**config.mk**
```make
export PLATFORM = sky130hd
export DESIGN_NAME = frame_seq_ctrl
export DESIGN_NICKNAME = d
export VERILOG_FILES = /design/src/rtl/frame_seq_ctrl.sv
export SDC_FILE = /design/constraint.sdc
export NUM_CORES = 1
export LEC_CHECK = 0
export BUFFER_PORTS_ARGS = -buffer_cell sky130_fd_sc_hd__buf_2
export CORE_MARGIN = 4
export CORE_UTILIZATION = 60
export CTS_BUF_LIST = sky130_fd_sc_hd__clkbuf_4 sky130_fd_sc_hd__clkbuf_8
export DETAILED_ROUTE_END_ITERATION = 10
export HOLD_SLACK_MARGIN = 0.03
export MAX_ROUTING_LAYER = met4
export PLACE_DENSITY_LB_ADDON = 0.12
export SLEW_MARGIN = 20
export SYNTH_ARGS = -nofsm -noshare
export SYNTH_HDL_FRONTEND = slang
export SYNTH_SLANG_ARGS = --single-unit
export TNS_END_PERCENT = 50
```
**constraint.sdc**
```tcl
create_clock -name HCLK -period 4.6 [get_ports HCLK]
set_input_delay 0.92 -clock HCLK [delete_from_list [all_inputs] [get_ports HCLK]]
set_output_delay 0.92 -clock HCLK [all_outputs]
set_load 0.05 [all_outputs]
```
**src/rtl/frame_seq_ctrl.sv**
```systemverilog
// Frame sequencer: walks a stored frame bottom-up, two pixels per read beat,
// with start-up delay, inter-line gaps, one-cycle write alignment and a done pulse.
module frame_seq_ctrl #(
   parameter int WIDTH          = 768,
   parameter int HEIGHT         = 512,
   parameter int START_UP_DELAY = 100,
   parameter int HSYNC_DELAY    = 160,
   parameter int ADDR_W         = 19
) (
   input  logic              HCLK,
   input  logic              HRESET,
   input  logic              start,
   input  logic              hold,
   output logic              rd_en,
   output logic [ADDR_W-1:0] rd_addr,
   output logic              data_write,
   output logic              vsync,
   output logic              hsync,
   output logic              busy,
   output logic              ctrl_done
);

   localparam int DLY_MAX = (START_UP_DELAY > HSYNC_DELAY) ? START_UP_DELAY : HSYNC_DELAY;
   localparam int DLY_W   = $clog2(DLY_MAX + 1);
   localparam int COL_W   = $clog2(WIDTH + 1);
   localparam int ROW_W   = $clog2(HEIGHT + 1);

   localparam logic [DLY_W-1:0]  START_DLY  = DLY_W'(START_UP_DELAY);
   localparam logic [DLY_W-1:0]  GAP_DLY    = DLY_W'(HSYNC_DELAY);
   localparam logic [DLY_W-1:0]  DLY_ONE    = DLY_W'(1);
   localparam logic [COL_W-1:0]  COL_LAST   = COL_W'(WIDTH - 2);
   localparam logic [COL_W-1:0]  COL_STEP   = COL_W'(2);
   localparam logic [ROW_W-1:0]  ROW_LAST   = ROW_W'(HEIGHT - 1);
   localparam logic [ROW_W-1:0]  ROW_ONE    = ROW_W'(1);
   localparam logic [ADDR_W-1:0] A_WIDTH    = ADDR_W'(WIDTH);
   localparam logic [ADDR_W-1:0] A_ROW_LAST = ADDR_W'(HEIGHT - 1);

   typedef enum logic [2:0] {
      S_IDLE, S_START, S_ACTIVE, S_HGAP, S_DRAIN, S_DONE
   } state_t;

   state_t            state_q, state_d;
   logic [DLY_W-1:0]  delay_q, delay_d;
   logic [ROW_W-1:0]  row_q, row_d;
   logic [COL_W-1:0]  col_q, col_d;
   logic [ADDR_W-1:0] addr_q;
   logic              data_write_q;
   logic [ADDR_W-1:0] pix_addr;

   // Row 0 of the walk is the bottom line of the stored frame.
   assign pix_addr   = (A_ROW_LAST - ADDR_W'(row_q)) * A_WIDTH + ADDR_W'(col_q);
   assign rd_addr    = rd_en ? pix_addr : addr_q;
   assign data_write = data_write_q;

   always_ff @(posedge HCLK) begin
      if (HRESET) begin
         state_q      <= S_IDLE;
         delay_q      <= '0;
         row_q        <= '0;
         col_q        <= '0;
         addr_q       <= '0;
         data_write_q <= 1'b0;
      end else begin
         state_q      <= state_d;
         delay_q      <= delay_d;
         row_q        <= row_d;
         col_q        <= col_d;
         addr_q       <= rd_addr;
         data_write_q <= rd_en;
      end
   end

   always_comb begin
      state_d   = state_q;
      delay_d   = delay_q;
      row_d     = row_q;
      col_d     = col_q;
      rd_en     = 1'b0;
      vsync     = 1'b0;
      hsync     = 1'b0;
      busy      = 1'b0;
      ctrl_done = 1'b0;
      case (state_q)
         S_IDLE: begin
            if (start) begin
               state_d = S_START;
               delay_d = START_DLY;
            end
         end
         S_START: begin
            busy  = 1'b1;
            vsync = (delay_q == START_DLY);
            if (delay_q == DLY_ONE) begin
               state_d = S_ACTIVE;
               row_d   = '0;
               col_d   = '0;
            end else begin
               delay_d = delay_q - DLY_ONE;
            end
         end
         S_ACTIVE: begin
            busy = 1'b1;
            if (!hold) begin
               rd_en = 1'b1;
               if (col_q == COL_LAST) begin
                  if (row_q == ROW_LAST) begin
                     state_d = S_DRAIN;
                  end else begin
                     state_d = S_HGAP;
                     delay_d = GAP_DLY;
                     col_d   = '0;
                     row_d   = row_q + ROW_ONE;
                  end
               end else begin
                  col_d = col_q + COL_STEP;
               end
            end
         end
         S_HGAP: begin
            busy  = 1'b1;
            hsync = 1'b1;
            if (delay_q == DLY_ONE) begin
               state_d = S_ACTIVE;
            end else begin
               delay_d = delay_q - DLY_ONE;
            end
         end
         S_DRAIN: begin
            busy    = 1'b1;
            state_d = S_DONE;
         end
         S_DONE: begin
            ctrl_done = 1'b1;
            state_d   = S_IDLE;
         end
         default: state_d = S_IDLE;
      endcase
   end

endmodule

```
==> out/results.tsv, run 1 <==
stage	metric	value	unit
clocking	clock tree from TritonCTS	done	
outcome	status	complete, no violations	
drt	post-route ant nets	0	
clocking	TritonCTS sink count	50	
power	VDD IR max	0.000156	V
worst_hold_path	Hold Crit Class	reg -> reg	
drt	1st-iter DRT viols	152	
drt	vias per cell	5.84	
worst_setup_path	worst path cell trace	inv_1 -> ha_1 -> fa_1 -> a21o_1 -> a311o_1 -> o311ai_1 -> nand4bb_1 -> nor3_1 -> xnor2_1 -> o21ai_1 -> buf_2	
floorplan	Initial Util	0.626	
drt	Total Wirelength	6.93	mm
layout	antenna cells	0	
power	pwr/cell area	253	nW/um^2
worst_setup_path	FF-to-FF setup slack	1.61	ns
place	placed wire-length estimate	5.28	mm
clocking	Setup Buffers After CTS	0	
drt	max layer used	met4	
yosys	FF+latch count, synth	50	
layout	Layout Nets	461	
sta	worst slew pin tran	0.874	ns
global_routing	total gr overflow	0	
place	Port Buffers	28	
worst_setup_path	Reg2Reg Depth	5	
drt	DR WL/cell	13.8	um
yosys	Yosys top cell by area	dfxtp_1	
yosys	Ys Warns	0	
sta	fin crit period	4.26	ns
drt	vias	2937	
drt	DRT met1 WL	3.01	mm
clocking	clk slew on worst S/H paths	0.10	ns
floorplan	Core ar.	5170	um^2
global_routing	largest net degree at the start of global routing	30	
drt	DR pass1 iterations	4	
worst_setup_path	max incr delay on CP	0.47	ns
global_routing	first-pass GRT wire length	12.3	mm
power	P_leak	1.44	nW
clocking	clk buf depth	2	
sta	RSZ-0062 raised after global routing	false	
yosys	top_reg_cell synth	dfxtp_1	
yosys	Yosys top cell area share	0.309	
worst_setup_path	Worst Setup SP	row_q[0]	
yosys	Netlist cell types	59	
clocking	H-tree levels	2	
floorplan	chip width	81.5	um
yosys	ys async rst share	0	
worst_setup_path	Setup Crit Path Kind	reg -> out	
layout	commonest non-fill, non-tap cell in the layout	nand2_1	
yosys	Post-synth EDFFs	0	
worst_setup_path	FF-to-FF Start	state_q[0]	
floorplan	IO Count	29	
drt	metal2 WL	3.49	mm
sta	final setup fails	0	
sta	Worst Clk Skew	0.0145	ns
global_routing	initial antenna violation count	0	
worst_setup_path	crit path DAT	3.34	ns
floorplan	die area	6640	um^2
sta	Final Slew Violations	0	
worst_setup_path	Crit-path slowest cell	fa_1	
global_routing	gr usage total	0.235	
floorplan	Rows	26	
yosys	Post-Syn Area	3240	um^2
sta	FMAX	235	MHz
clocking	post-cts sizing count	0	
place	Placer Congestion	0.922	
place	Area after DPL	3420	um^2
layout	most frequent cells in the layout	nand2_1 (57), dfxtp_1 (50), nor2_1 (45)	
layout	Finished Cell Area	3520	um^2
clocking	worst-skew pair later-pin latency	0.31	ns
yosys	syn_nets	439	
global_routing	number of global-route vias before repair	2883	
layout	Area growth, synth to finish	8.66	%
clocking	CTS root buf	clkbuf_8	
drt	DRC viols	0	
yosys	Cells after Synth	410	
worst_setup_path	Worst setup EP type	primary output	
worst_setup_path	Worst setup SP type	flop	
clocking	TritonCTS buffer count	5	
sta	Worst slew margin	0.417	
clocking	cts hold-fix bufs	0	
sta	Setup TNS	0	ns
worst_setup_path	end point of the critical path	rd_addr[18]	
yosys	synth top area cells	dfxtp_1 (31%), ha_1 (8.9%), nand2_1 (6.6%)	
yosys	Mean Syn Cell Area	7.90	um^2
yosys	Seq/Total Area, Yosys	0.309	
worst_setup_path	Critical Path Fanout Max	5	
drt	met3 routed WL	311	um
worst_setup_path	Worst R2R End	addr_q[14]	
floorplan	die extent in y	81.5	um
layout	# fillers	462	
sta	crit share post-route	0.927	
layout	layout cell share with drive strength beyond 1	0.118	
run	maxcap violations	0	
worst_setup_path	Data required, critical path	3.68	ns
sta	Hold Vio Cnt, Final	0	
## cell type report
class                      instances  area (um^2)  area share
clock buffer                       5         68.8      0.0196
clock inverter                     3         28.8     0.00818
inverter                          18         67.6      0.0192
multi-input combinational        328         2120       0.602
sequential                        50         1000       0.284
tap                               70         87.6      0.0249
timing repair buffer              29          148      0.0420
## flip-flops by register name, summed over array words and instances (netlist names)
| name | count |
|---|---|
| row_q | 10 |
| col_q | 9 |
| addr_q | 19 |
| delay_q | 8 |
| data_write | 1 |
| state_q | 3 |
## worst min path at each step
stage              start   endpoint  slack, ns  depth (start not counted)
2_1_floorplan  addr_q[0]  addr_q[0]       0.44                          1
3_3_place_gp   addr_q[5]  addr_q[5]       0.45                          2
3_5_place_dp   addr_q[5]  addr_q[5]       0.46                          2
4_1_cts        addr_q[5]  addr_q[5]       0.47                          2
5_1_grt        addr_q[3]  addr_q[3]       0.50                          2
6_report       addr_q[7]  addr_q[7]       0.47                          2
## critical path, delay by kind of cell, from the launching register on
kind                       cells  cell delay, ns
AOI/OAI and AO/OA              4            0.90
adders and majority gates      2            0.72
and+or+nand+nor                2            0.50
DFF                            1            0.42
buffers and inverters          2            0.40
xor gates and xnor gates       1            0.10
## synthesized netlist by cell type (all sizes together) (3+ instances only)
cell	n
nand3	14
and2	8
ha	23
nand2	58
nor2	46
a21o	4
or4	3
nand4	6
and4	3
a211oi	6
and3	5
clkbuf	10
o21ai	20
nor4	3
a31oi	3
buf	4
xnor2	22
nand2b	8
or2	4
a22oi	3
xor2	7
dfxtp	50
or3	5
nor3	9
a21oi	35
mux2i	3
inv	17
## power by group
| group | internal [mW] | switching, mW |
|---|---|---|
| sequential | 0.448 | 0.0207 |
| combinational | 0.0512 | 0.0972 |
| clock | 0.113 | 0.161 |
## cell families (layout without fill, tap and decap cells)
| group | after synthesis | count (layout) | synth area share |
|---|---|---|---|
| and+or+nand+nor | 180 | 180 | 0.277 |
| AOI/OAI and AO/OA | 91 | 91 | 0.187 |
| buffers and inverters | 32 | 55 | 0.0383 |
| DFF | 50 | 50 | 0.309 |
| adders and majority gates | 25 | 25 | 0.101 |
| xor gates and xnor gates | 29 | 29 | 0.0784 |
| muxes | 3 | 3 | 0.00927 |
## layer usage
layer | GRT usage | vias to the layer above
li1 | - | 1475
met1 | 0.278 | 1384
met2 | 0.405 | 60
met3 | 0.0428 | 18
met4 | 0.0743 | 0
met5 | - | -
## per-stage QoR
step	utilization	hold slack [ns]	worst slack, ns	cells	total power, mW
2_1_floorplan	-	0.444	0.320	410	0.591
5_1_grt	0.680	0.497	0.0862	503	0.939
4_1_cts	0.679	0.473	0.216	503	0.898
6_report	0.680	0.473	0.338	503	0.890
3_5_place_dp	0.661	0.458	0.519	495	0.626
3_3_place_gp	0.661	0.452	0.606	495	0.623
Power figures use the tool's default switching activity.
==> run 2: changes to the inputs <==
- REMOVE_ABC_BUFFERS: unset -> 1
==> out/results.tsv, run 2 (same netlist as run 1, synthesis figures left out) <==
stage	metric	value	unit	change
sta	RSZ-0062 raised after global routing	false		
layout	commonest non-fill, non-tap cell in the layout	nand2_1		
drt	DR WL/cell	13.7	um	-0.69%
clocking	H-tree levels	2		unchanged
clocking	clock tree from TritonCTS	done		
floorplan	die extent in y	81.5	um	unchanged
clocking	worst-skew pair later-pin latency	0.31	ns	about the same
global_routing	gr usage total	0.235		-0.000392
clocking	CTS root buf	clkbuf_8		
power	pwr/cell area	250	nW/um^2	-1.1%
floorplan	Core ar.	5170	um^2	unchanged
drt	vias per cell	5.76		-1.4%
sta	crit share post-route	0.908		-0.0189
worst_setup_path	crit path DAT	3.26	ns	-0.08 ns
global_routing	first-pass GRT wire length	12.0	mm	-1.9%
sta	final setup fails	0		unchanged
layout	Area growth, synth to finish	8.73	%	about the same
place	pre-CTS WS	0.698	ns	+0.179 ns
floorplan	Initial Util	0.626		unchanged
layout	Layout Nets	462		+0.22%
floorplan	IO Count	29		unchanged
layout	max reg flops	19		unchanged
clocking	TritonCTS buffer count	5		unchanged
drt	vias	2901		-1.2%
drt	post-route ant nets	0		unchanged
sta	setup ws final	0.425	ns	+0.0868 ns
clocking	cts hold-fix bufs	0		unchanged
drt	1st-iter DRT viols	103		-32%
worst_setup_path	Worst setup SP type	flop		
sta	Worst slew margin	0.622		+0.204
layout	layout cell share with drive strength beyond 1	0.120		+0.00203
worst_setup_path	Setup Crit Path Kind	reg -> out		
place	Placer Congestion	0.881		-4.5%
layout	Top reg by flops	addr_q		
layout	# fillers	444		-3.9%
place	Port Buffers	28		unchanged
worst_setup_path	Critical Path Fanout Max	5		unchanged
power	VDD IR max	0.000126	V	-20%
sta	Worst Clk Skew	0.0103	ns	-0.00413 ns
layout	Final Core Density	0.681		about the same
global_routing	number of global-route vias before repair	2733		-5.2%
sta	FMAX	240	MHz	+2.1%
power	total power	0.881	mW	-1.0%
worst_setup_path	Data required, critical path	3.68	ns	about the same
drt	DR pass1 iterations	4		unchanged
drt	Total Wirelength	6.90	mm	-0.49%
sta	fin crit period	4.18	ns	-0.0868 ns
sta	Hold Vio Cnt, Final	0		unchanged
floorplan	Rows	26		unchanged
worst_setup_path	Worst setup EP type	primary output		
place	placed wire-length estimate	5.12	mm	-3.1%
global_routing	total gr overflow	0		unchanged
floorplan	die area	6640	um^2	unchanged
outcome	status	complete, no violations		
layout	antenna cells	0		unchanged
sta	WHS	0.470	ns	-0.00274 ns
power	P_leak	1.44	nW	-0.37%
clocking	TritonCTS sink count	50		unchanged
clocking	clk buf depth	2		unchanged
run	maxcap violations	0		unchanged
sta	worst slew pin tran	0.567	ns	-0.307 ns
sta	Setup TNS	0	ns	unchanged
sta	Final Slew Violations	0		unchanged
layout	most frequent cells in the layout	nand2_1 (57), dfxtp_1 (50), nor2_1 (45)		
drt	DRC viols	0		unchanged
worst_hold_path	Hold Crit Class	reg -> reg		
global_routing	largest net degree at the start of global routing	30		unchanged
floorplan	chip width	81.5	um	unchanged
clocking	clk slew on worst S/H paths	0.10	ns	about the same
layout	Largest regs	addr_q x19, row_q x10, col_q x9		
global_routing	initial antenna violation count	0		unchanged
==> run 2: worst max-delay path: stages, from the launching register on <==
cell and delay, ns:
dfxtp_1 0.42, inv_1 0.09, ha_1 0.25, fa_1 0.47
xnor2_1 0.26, nor3_1 0.14, a41oi_1 0.27, o22ai_1 0.12
a211oi_1 0.37, xnor2_1 0.14, o21ai_0 0.16, buf_2 0.28
==> run 2: final timing paths <==
path	from	slack, ns	end	cells past startpoint
setup / recovery	row_q[0]	0.42	rd_addr[14]	11
hold / removal	addr_q[4]	0.47	addr_q[4]	2
setup reg to reg	row_q[0]	1.67	addr_q[14]	10
hold reg to reg	addr_q[4]	0.47	addr_q[4]	2
==> run 2: cell type report <==
cell class	count	area, um^2	area share
multi-input combinational	328	2120	0.601
sequential	50	1000	0.284
timing repair buffer	30	155	0.0441
tap	70	87.6	0.0249
clock buffer	5	68.8	0.0195
inverter	18	67.6	0.0192
clock inverter	3	23.8	0.00675
==> run 2: through the flow <==
stage,std cells,cell area (um^2)
after detailed placement,496,3420
after global placement,496,3420
after CTS,504,3520
after global routing,504,3520
final,504,3520
after floorplan,396,3180
==> run 2: power breakdown <==
group	switching [mW]	internal (mW)
Sequential	0.0207	0.448
Combinational	0.0964	0.0514
Clock	0.156	0.109
==> run 2: routing by layer <==
metal | routed length [um] | GRT usage | part of all wire | vias up
li1 | - | - | - | 1480
met1 | 3170 | 0.280 | 0.46 | 1343
met2 | 3300 | 0.406 | 0.48 | 67
met3 | 322 | 0.0406 | 0.047 | 11
met4 | 99 | 0.0693 | 0.014 | 0
met5 | 0 | - | 0 | -
==> run 2: what timing repair did <==
action,CTS,global route
endpoints found under the setup margin,0,1
gates resized for setup,0,1
hold endpoints to repair,0,0
setup buffers,0,0
